===== src/rtl/mac_port_lookup.sv =====
// MAC-table port lookup: ingress beats are buffered in a first-word-fallthrough FIFO.
// The header beat has its TUSER destination-port field rewritten from the MAC table.
//   state   | meaning
//   IDLE    | wait for a header at the FIFO head, register the table match
//   LOOKUP  | form the new DST field and bump hit/miss counter
//   HDR     | present the rewritten header, pop on TREADY
//   PAYLOAD | pass remaining beats through until TLAST is popped
module mac_port_lookup #(
  parameter int C_S_AXIS_DATA_WIDTH  = 256,
  parameter int C_S_AXIS_TUSER_WIDTH = 128,
  parameter int SRC_PORT_POS         = 16,
  parameter int DST_PORT_POS         = 24,
  parameter int NUM_ENTRIES          = 8,
  parameter int FIFO_DEPTH_BITS      = 2
) (
  input  logic                                 AXI_ACLK,
  input  logic                                 AXI_RESETN,
  input  logic [C_S_AXIS_DATA_WIDTH-1:0]       S_AXIS_TDATA,
  input  logic [C_S_AXIS_DATA_WIDTH/8-1:0]     S_AXIS_TSTRB,
  input  logic [C_S_AXIS_TUSER_WIDTH-1:0]      S_AXIS_TUSER,
  input  logic                                 S_AXIS_TVALID,
  input  logic                                 S_AXIS_TLAST,
  output logic                                 S_AXIS_TREADY,
  output logic [C_S_AXIS_DATA_WIDTH-1:0]       M_AXIS_TDATA,
  output logic [C_S_AXIS_DATA_WIDTH/8-1:0]     M_AXIS_TSTRB,
  output logic [C_S_AXIS_TUSER_WIDTH-1:0]      M_AXIS_TUSER,
  output logic                                 M_AXIS_TVALID,
  output logic                                 M_AXIS_TLAST,
  input  logic                                 M_AXIS_TREADY,
  input  logic                                 tbl_wr_en,
  input  logic [$clog2(NUM_ENTRIES)-1:0]       tbl_wr_addr,
  input  logic [47:0]                          tbl_wr_mac,
  input  logic [7:0]                           tbl_wr_port,
  input  logic                                 tbl_wr_valid,
  output logic [31:0]                          hit_count,
  output logic [31:0]                          miss_count
);

  localparam int DW    = C_S_AXIS_DATA_WIDTH;
  localparam int SW    = C_S_AXIS_DATA_WIDTH / 8;
  localparam int UW    = C_S_AXIS_TUSER_WIDTH;
  localparam int DEPTH = 1 << FIFO_DEPTH_BITS;
  localparam int FW    = DW + SW + UW + 1;
  localparam logic [FIFO_DEPTH_BITS:0] NF_LEVEL = (FIFO_DEPTH_BITS + 1)'(DEPTH - 1);

  typedef enum logic [1:0] {S_IDLE, S_LOOKUP, S_HDR, S_PAYLOAD} state_t;

  state_t state, state_nxt;
  logic   pop;

  logic [FW-1:0]              fifo_mem [DEPTH];
  logic [FIFO_DEPTH_BITS-1:0] wr_ptr, rd_ptr;
  logic [FIFO_DEPTH_BITS:0]   count;
  logic                       empty, nearly_full, fifo_wr, fifo_rd, in_ready;
  logic [DW-1:0]              head_data;
  logic [SW-1:0]              head_strb;
  logic [UW-1:0]              head_user;
  logic                       head_last;

  logic [47:0]            tbl_mac  [NUM_ENTRIES];
  logic [7:0]             tbl_port [NUM_ENTRIES];
  logic [NUM_ENTRIES-1:0] tbl_valid;
  logic                   tbl_hit;
  logic [7:0]             tbl_port_hit;

  logic [47:0] hdr_mac;
  logic [7:0]  hdr_src, dst_new, dst_r, port_r;
  logic        hdr_bcast, hit_r, bcast_r;

  assign empty         = (count == '0);
  assign nearly_full   = (count >= NF_LEVEL);
  assign S_AXIS_TREADY = in_ready & ~nearly_full;
  assign fifo_wr       = S_AXIS_TVALID & S_AXIS_TREADY;
  assign fifo_rd       = pop & ~empty;

  assign {head_last, head_user, head_strb, head_data} = fifo_mem[rd_ptr];

  always_ff @(posedge AXI_ACLK) begin
    if (fifo_wr) fifo_mem[wr_ptr] <= {S_AXIS_TLAST, S_AXIS_TUSER, S_AXIS_TSTRB, S_AXIS_TDATA};
  end

  // in_ready keeps TREADY low while reset is asserted
  always_ff @(posedge AXI_ACLK or negedge AXI_RESETN) begin
    if (!AXI_RESETN) begin
      wr_ptr   <= '0;
      rd_ptr   <= '0;
      count    <= '0;
      in_ready <= 1'b0;
    end else begin
      in_ready <= 1'b1;
      if (fifo_wr) wr_ptr <= wr_ptr + 1'b1;
      if (fifo_rd) rd_ptr <= rd_ptr + 1'b1;
      case ({fifo_wr, fifo_rd})
        2'b10:   count <= count + 1'b1;
        2'b01:   count <= count - 1'b1;
        default: count <= count;
      endcase
    end
  end

  always_ff @(posedge AXI_ACLK) begin
    if (tbl_wr_en) begin
      tbl_mac[tbl_wr_addr]  <= tbl_wr_mac;
      tbl_port[tbl_wr_addr] <= tbl_wr_port;
    end
  end

  always_ff @(posedge AXI_ACLK or negedge AXI_RESETN) begin
    if (!AXI_RESETN) tbl_valid <= '0;
    else if (tbl_wr_en) tbl_valid[tbl_wr_addr] <= tbl_wr_valid;
  end

  assign hdr_mac   = head_data[47:0];
  assign hdr_src   = head_user[SRC_PORT_POS +: 8];
  assign hdr_bcast = (hdr_mac == 48'hFFFF_FFFF_FFFF);

  // scan downward so the lowest matching index wins
  always_comb begin
    tbl_hit      = 1'b0;
    tbl_port_hit = '0;
    for (int i = NUM_ENTRIES - 1; i >= 0; i--) begin
      if (tbl_valid[i] && (tbl_mac[i] == hdr_mac)) begin
        tbl_hit      = 1'b1;
        tbl_port_hit = tbl_port[i];
      end
    end
  end

  always_comb begin
    dst_new = (hdr_src & 8'h55) << 1;
    if (bcast_r)    dst_new = 8'h55 & ~hdr_src;
    else if (hit_r) dst_new = port_r;
  end

  always_ff @(posedge AXI_ACLK or negedge AXI_RESETN) begin
    if (!AXI_RESETN) state <= S_IDLE;
    else             state <= state_nxt;
  end

  always_comb begin
    state_nxt     = state;
    pop           = 1'b0;
    M_AXIS_TVALID = 1'b0;
    case (state)
      S_IDLE:   if (!empty) state_nxt = S_LOOKUP;
      S_LOOKUP: state_nxt = S_HDR;
      S_HDR: begin
        M_AXIS_TVALID = 1'b1;
        if (M_AXIS_TREADY) begin
          pop       = 1'b1;
          state_nxt = head_last ? S_IDLE : S_PAYLOAD;
        end
      end
      S_PAYLOAD: begin
        M_AXIS_TVALID = ~empty;
        if (!empty && M_AXIS_TREADY) begin
          pop = 1'b1;
          if (head_last) state_nxt = S_IDLE;
        end
      end
      default: state_nxt = S_IDLE;
    endcase
  end

  // match result is captured in IDLE so a later table write cannot alter it
  always_ff @(posedge AXI_ACLK or negedge AXI_RESETN) begin
    if (!AXI_RESETN) begin
      hit_r      <= 1'b0;
      bcast_r    <= 1'b0;
      port_r     <= '0;
      dst_r      <= '0;
      hit_count  <= '0;
      miss_count <= '0;
    end else begin
      if (state == S_IDLE && !empty) begin
        hit_r   <= tbl_hit;
        port_r  <= tbl_port_hit;
        bcast_r <= hdr_bcast;
      end
      if (state == S_LOOKUP) begin
        dst_r <= dst_new;
        if (hit_r || bcast_r) hit_count  <= hit_count + 1'b1;
        else                  miss_count <= miss_count + 1'b1;
      end
    end
  end

  always_comb begin
    M_AXIS_TUSER = head_user;
    if (state == S_HDR) M_AXIS_TUSER[DST_PORT_POS +: 8] = dst_r;
  end

  assign M_AXIS_TDATA = head_data;
  assign M_AXIS_TSTRB = head_strb;
  assign M_AXIS_TLAST = head_last;

endmodule

===== config.mk =====
export PLATFORM = sky130hd
export DESIGN_NAME = mac_port_lookup
export DESIGN_NICKNAME = d
export VERILOG_FILES = /design/src/rtl/mac_port_lookup.sv
export SDC_FILE = /design/constraint.sdc
export NUM_CORES = 2
export LEC_CHECK = 0
export ABC_AREA = 1
export CAP_MARGIN = 15
export CORE_MARGIN = 10
export CORE_UTILIZATION = 45
export DETAILED_ROUTE_END_ITERATION = 8
export GPL_ROUTABILITY_DRIVEN = 1
export MAX_ROUTING_LAYER = met4
export PLACE_DENSITY = 0.66
export SLEW_MARGIN = 5
export SYNTH_ARGS = -nofsm -noshare
export SYNTH_HDL_FRONTEND = slang
export SYNTH_SLANG_ARGS = --single-unit

===== constraint.sdc =====
create_clock -name AXI_ACLK -period 29.8 [get_ports AXI_ACLK]
set_input_delay 5.96 -clock AXI_ACLK [delete_from_list [all_inputs] [get_ports AXI_ACLK]]
set_output_delay 5.96 -clock AXI_ACLK [all_outputs]
set_load 0.02 [all_outputs]

# Yosys cells after proc, flatten, opt, wreduce, memory -nomap -nowiden
# Memory sizes are Yosys's and may differ from the RTL's.
# Cells that the tools add are included.
dict set report classes {
  addsub 6
  order_cmp 3
  eq_ne 18
  mux 37
  bitwise_logic 7
  reduce_logical 19
}
# cell n
set ops {}
lappend ops {{$eq 48x48->1} 8}
lappend ops {{$mux 8} 11}
lappend ops {{$add 32x1->32 const B} 2}
lappend ops {{$eq 48x48->1 const B} 1}
lappend ops {{$mux 1} 15}
lappend ops {{$logic_and 1x1->1} 11}
lappend ops {{$mux 2} 5}
lappend ops {{$bwmux 8} 1}
lappend ops {{$ne 2x2->1 const B} 4}
lappend ops {{$pmux 2 s4} 1}
lappend ops {{$not 7->7} 1}
lappend ops {{$eq 2x2->1 const B} 3}
lappend ops {{$pmux 3 s2} 1}
lappend ops {{$add 2x1->2 const B} 2}
lappend ops {{$eq 2x1->1 const B} 2}
lappend ops {{$lt 3x4->1 const B} 1}
lappend ops {{$pmux 1 s2} 2}
lappend ops {{$reduce_and 2->1} 2}
lappend ops {{$reduce_and 4->1} 1}
lappend ops {{$add 3x1->3 const B} 1}
lappend ops {{$and 1x1->1} 3}
lappend ops {{$demux 1 s3} 1}
lappend ops {{$ge 3x1->1 const B} 1}
lappend ops {{$ge 3x2->1 const B} 1}
lappend ops {{other kinds (7)} 9}
dict set report word_totals {
  register_bits 100
  mem_bits_rw 2116
  output_inout_bits 483
  word_cells 105
  n_memories 3
}
# memory depth width rd rd_ports_with_merged_regs wr line
set mem_list {}
lappend mem_list {fifo_mem 4 417 1 0 1 51} ;# logic [FW-1:0] fifo_mem [DEPTH];
lappend mem_list {tbl_mac 8 48 8 0 1 60} ;# logic [47:0] tbl_mac [NUM_ENTRIES];
lappend mem_list {tbl_port 8 8 8 0 1 61} ;# logic [7:0] tbl_port [NUM_ENTRIES];

# Logic depth before layout (Yosys ltp)
# An unclocked memory read counts as a cell.
dict set report depth {
  word_depth 11
  ltp_mapped 24
  mapped_depth_nobuf 19
}

# Worst setup path before layout
# No wires, ideal clock.
dict set report synth_path {
  path_type {input to register}
  startpoint {input port S_AXIS_TVALID}
  endpoint {memory fifo_mem[0][0] in the netlist's numbering (enable)}
  setup_time_ns 1.208
  arrival_time_ns 23.442
  required_time_ns 28.592
  setup_slack_ns 5.150
  stages 2
  path_buffers 0
  path_cell_list {nand2_1 -> nor2_1}
}
dict set report synth_between {
  elab_chain_cells 3
}
# element line
set synth_rtl {}
lappend synth_rtl {{start: declaration} 21} ;# input logic S_AXIS_TVALID,
lappend synth_rtl {{$and 1x1->1} 73} ;# assign fifo_wr = S_AXIS_TVALID & S_AXIS_TREADY;
lappend synth_rtl {{$mux 1} 79} ;# if (fifo_wr) fifo_mem[wr_ptr] <= {S_AXIS_TLAST, S_AXIS_TUSER, S_AXIS_TSTRB, S_AXIS_TDATA};
lappend synth_rtl {{$mux 1 (implied by the code)} 79}
lappend synth_rtl {{end: declaration} 51}
# No other way between the ends.

# Worst setup path after layout
dict set report layout_path {
  startpoint {register rd_ptr[1]}
  endpoint {output port M_AXIS_TDATA[0]}
}
dict set report layout_between {
  elab_chain_cells 1
}
# element line
set layout_rtl {}
lappend layout_rtl {{start: declaration} 52} ;# logic [FIFO_DEPTH_BITS-1:0] wr_ptr, rd_ptr;
lappend layout_rtl {{start signal: assignment} 92} ;# if (fifo_rd) rd_ptr <= rd_ptr + 1'b1;
lappend layout_rtl {{$mem_v2 4x417} n/a}
lappend layout_rtl {{end: declaration} 24} ;# output logic [C_S_AXIS_DATA_WIDTH-1:0] M_AXIS_TDATA,
# No other way between the ends.

==> out/metrics.csv <==
metric;value;unit
status;completed;
firstDrtPassIters;6;
ir_worst_vdd;0.0680;mV
worstPathRequired;23840;ps
sequentialPowerShare;34.3;%
power.leakage;36.5;nW
hold_viol_final;0;
ys_warn_count;0;
final_util;55.4;%
dieHeight;460;um
place_congestion;0.954;
critPathKind;reg -> out;
grt_pass1_wl;397000;um
cts_tree;done;
min-delay-start;port_r[2];
clockBufferDepth;3;
synth_area_per_cell;13.2;um2
yosys.area.top_type;edfxtp_1;
critPathBufInv;5;
drc;0;
synth-seq-cells;2216;
p_int;0.00660;W
worstRegToRegCells;17;
fin_tns_setup;0;ps
fin_crit_sh;39.6;%
setup_viol;0;
n_fill_cell;15600;
area_growth;22.3;%
synth_commonest_cells;2,116 x edfxtp_1, 1,044 x nor2_1, 839 x nand2_1;
drtAntennaViolNets;0;
grt_max_degree;304;
hold_class;reg -> reg;
core_area;193000;um2
syn_area;87200;um2
portBuffers;964;
vias;58000;
maxCapViolations;0;
crit_chain;inv_8 > buf_4 > buf_4 > nand3_2 > nand2_1 > inv_1 > clkdlybuf4s50_1;
min_period;11800;ps
switching_power;0.00424;W
postCtsSetupBuffers;0;
ys_seq_area_share;75.8;%
cts_made_buffers;220;
via_per_inst;5.62;
comb_power_share;40.0;%
clock-root-buffer;clkbuf_16;
crit_cells;7;
num_rows;161;
synth_ff_type;edfxtp_1;
drive_gt1_share;6.71;%
p_sw_share;39.1;%
htree_num_levels;4;
post-dp-hpwl;189000;um
grt_pass1_vias;55700;
ys_types;49;
clkTransAtPathRegs;60;ps
yosysMostFrequentCell;edfxtp_1;
arrival;5840;ps
maxSlewViolCount;0;
powerDensity;102;nW/um2
finalNetCount;8021;
startpoint_type;flip-flop;
die_w;460;um
clk_latency;860;ps
max_freq;84.7;MHz
timing.reg2reg.setup_slack;23760;ps
die-area;212000;um2
endpoint;M_AXIS_TDATA[0];
async_flop_share;4.51;%
fin_skew;69.7;ps
start_util;45.3;%
synthesis.nets;7079;
num_io_pins;965;
numClockSinks;2216;
rsz0062_at_grt;no;
maxSlewHeadroom;3.12;%
postSynthCellCount;6589;
worst_pin_slew;1450;ps
grt_overflow;0;
cp_max_fo;146;
drtIter0Drc;6489;
synth_top_area_share;72.9;%
antenna_found_initial;102;
r2r-start;rd_ptr[1];
startpoint;rd_ptr[1];
pwr-share-clk;25.6;%
postCtsHoldBufs;0;
reg2reg_to;port_r[5];
ctsResizeCount;0;
synthTopCellsByArea;edfxtp_1 73%, o21ai_0 4.8%, nor2_1 4.5%;
crit_top_cell;buf_4;
gr-usage-all-layers;26.4;%
wl;280000;um
worst_path_max_delay_cell;buf_4;
whs;487;ps
critPathTopFamily;buffers and inverters;
synth_edf_count;2116;
wl_per_cell;27.2;um
hold_depth;2;
end_kind;output port;
max_stage_delay;860;ps
## final cells by class
cell class | count | area [um2] | share of cell area, %
Sequential cell | 2216 | 66100 | 62.0
Clock buffer | 271 | 5770 | 5.41
Tap cell | 2526 | 3160 | 2.96
Clock inverter | 143 | 1500 | 1.41
Inverter | 244 | 950 | 0.891
Timing Repair Buffer | 1038 | 10300 | 9.63
Multi-Input combinational cell | 3811 | 18800 | 17.6
Antenna cell | 61 | 153 | 0.143
## cells by family (layout without fill, tap and decap cells)
kind of cell / after synthesis / after routing / synth area share, %
fa+ha+maj: 8 / 8 / 0.123
xor+xnor: 188 / 188 / 1.89
buf+inv: 562 / 1696 / 2.81
compound gates: 1273 / 1273 / 7.94
simple gates: 2341 / 2341 / 11.5
other cells: 1 / 62 / 0.00430
flops: 2216 / 2216 / 75.8
## per-stage QoR
stage	cell area (um2)	power [W]	std cells	setup WS, ps
2_1_floorplan	87200	0.00620	6589	5150
3_3_place_gp	99200	0.00806	9835	19120
3_5_place_dp	99200	0.00809	9835	19080
4_1_cts	106000	0.0109	10200	18130
5_1_grt	107000	0.0113	10300	17810
6_report	107000	0.0108	10300	18000
## state kept, by name, summed over array words and instances, names as in the netlist, 3 cells and up
| name | count |
|---|---|
| hit_count | 32 |
| port_r | 8 |
| tbl_port | 64 |
| fifo_mem | 1668 |
| tbl_mac | 384 |
| count | 3 |
| tbl_valid | 8 |
| miss_count | 32 |
| dst_r | 8 |
## layer usage
metal  GRT usage (%)  part of all wire (%)  vias to the layer above
li1                -                     -                    25800
met1            32.9                    38                    28900
met2            40.0                    46                     2780
met3            7.32                    10                      572
met4            12.2                   5.3                        0
met5               -                     0                        -
## worst min-delay path: stages (launching register included)
cell and delay (ps):
dfrtp_1 340, nand2_1 50, nand2_1 60
## cell usage in the layout, fill, tap and decap left out, types with 17 or more instances in the layout
cell type and n:
nand3b_1 70, clkdlybuf4s50_1 963, nand2_2 25, bufinv_16 22, clkinv_2 47, nor2_1 1032, a21oi_1 18, xor2_1 108
xnor2_1 80, nor2_4 17, dfrtp_1 98, nand3_1 204, buf_4 70, clkinv_1 51, o21ai_0 836, o22ai_1 390
diode_2 61, nor3_1 38, nand4_1 35, clkbuf_1 45, nand2_1 839, inv_1 230, nand3_2 35, clkbuf_16 221
edfxtp_1 2116
## how the worst min path moves through the flow
stage | to | slack, ps
after floorplan | port_r[1] | 440
after global placement | hit_count[31] | 460
after detailed placement | port_r[2] | 470
after CTS | miss_count[31] | 490
after global routing | miss_count[14] | 510
final | port_r[2] | 490
## power groups by stage
stage	combinational, W	clock [W]	sequential (W)
finish	0.00434	0.00278	0.00372
global placement	0.00428	0	0.00378
CTS	0.00433	0.00282	0.00372
global route	0.00461	0.00295	0.00374
detailed placement	0.00430	0	0.00379
floorplan	0.00232	0	0.00388
No activity file was read; power rests on OpenSTA's default activity.
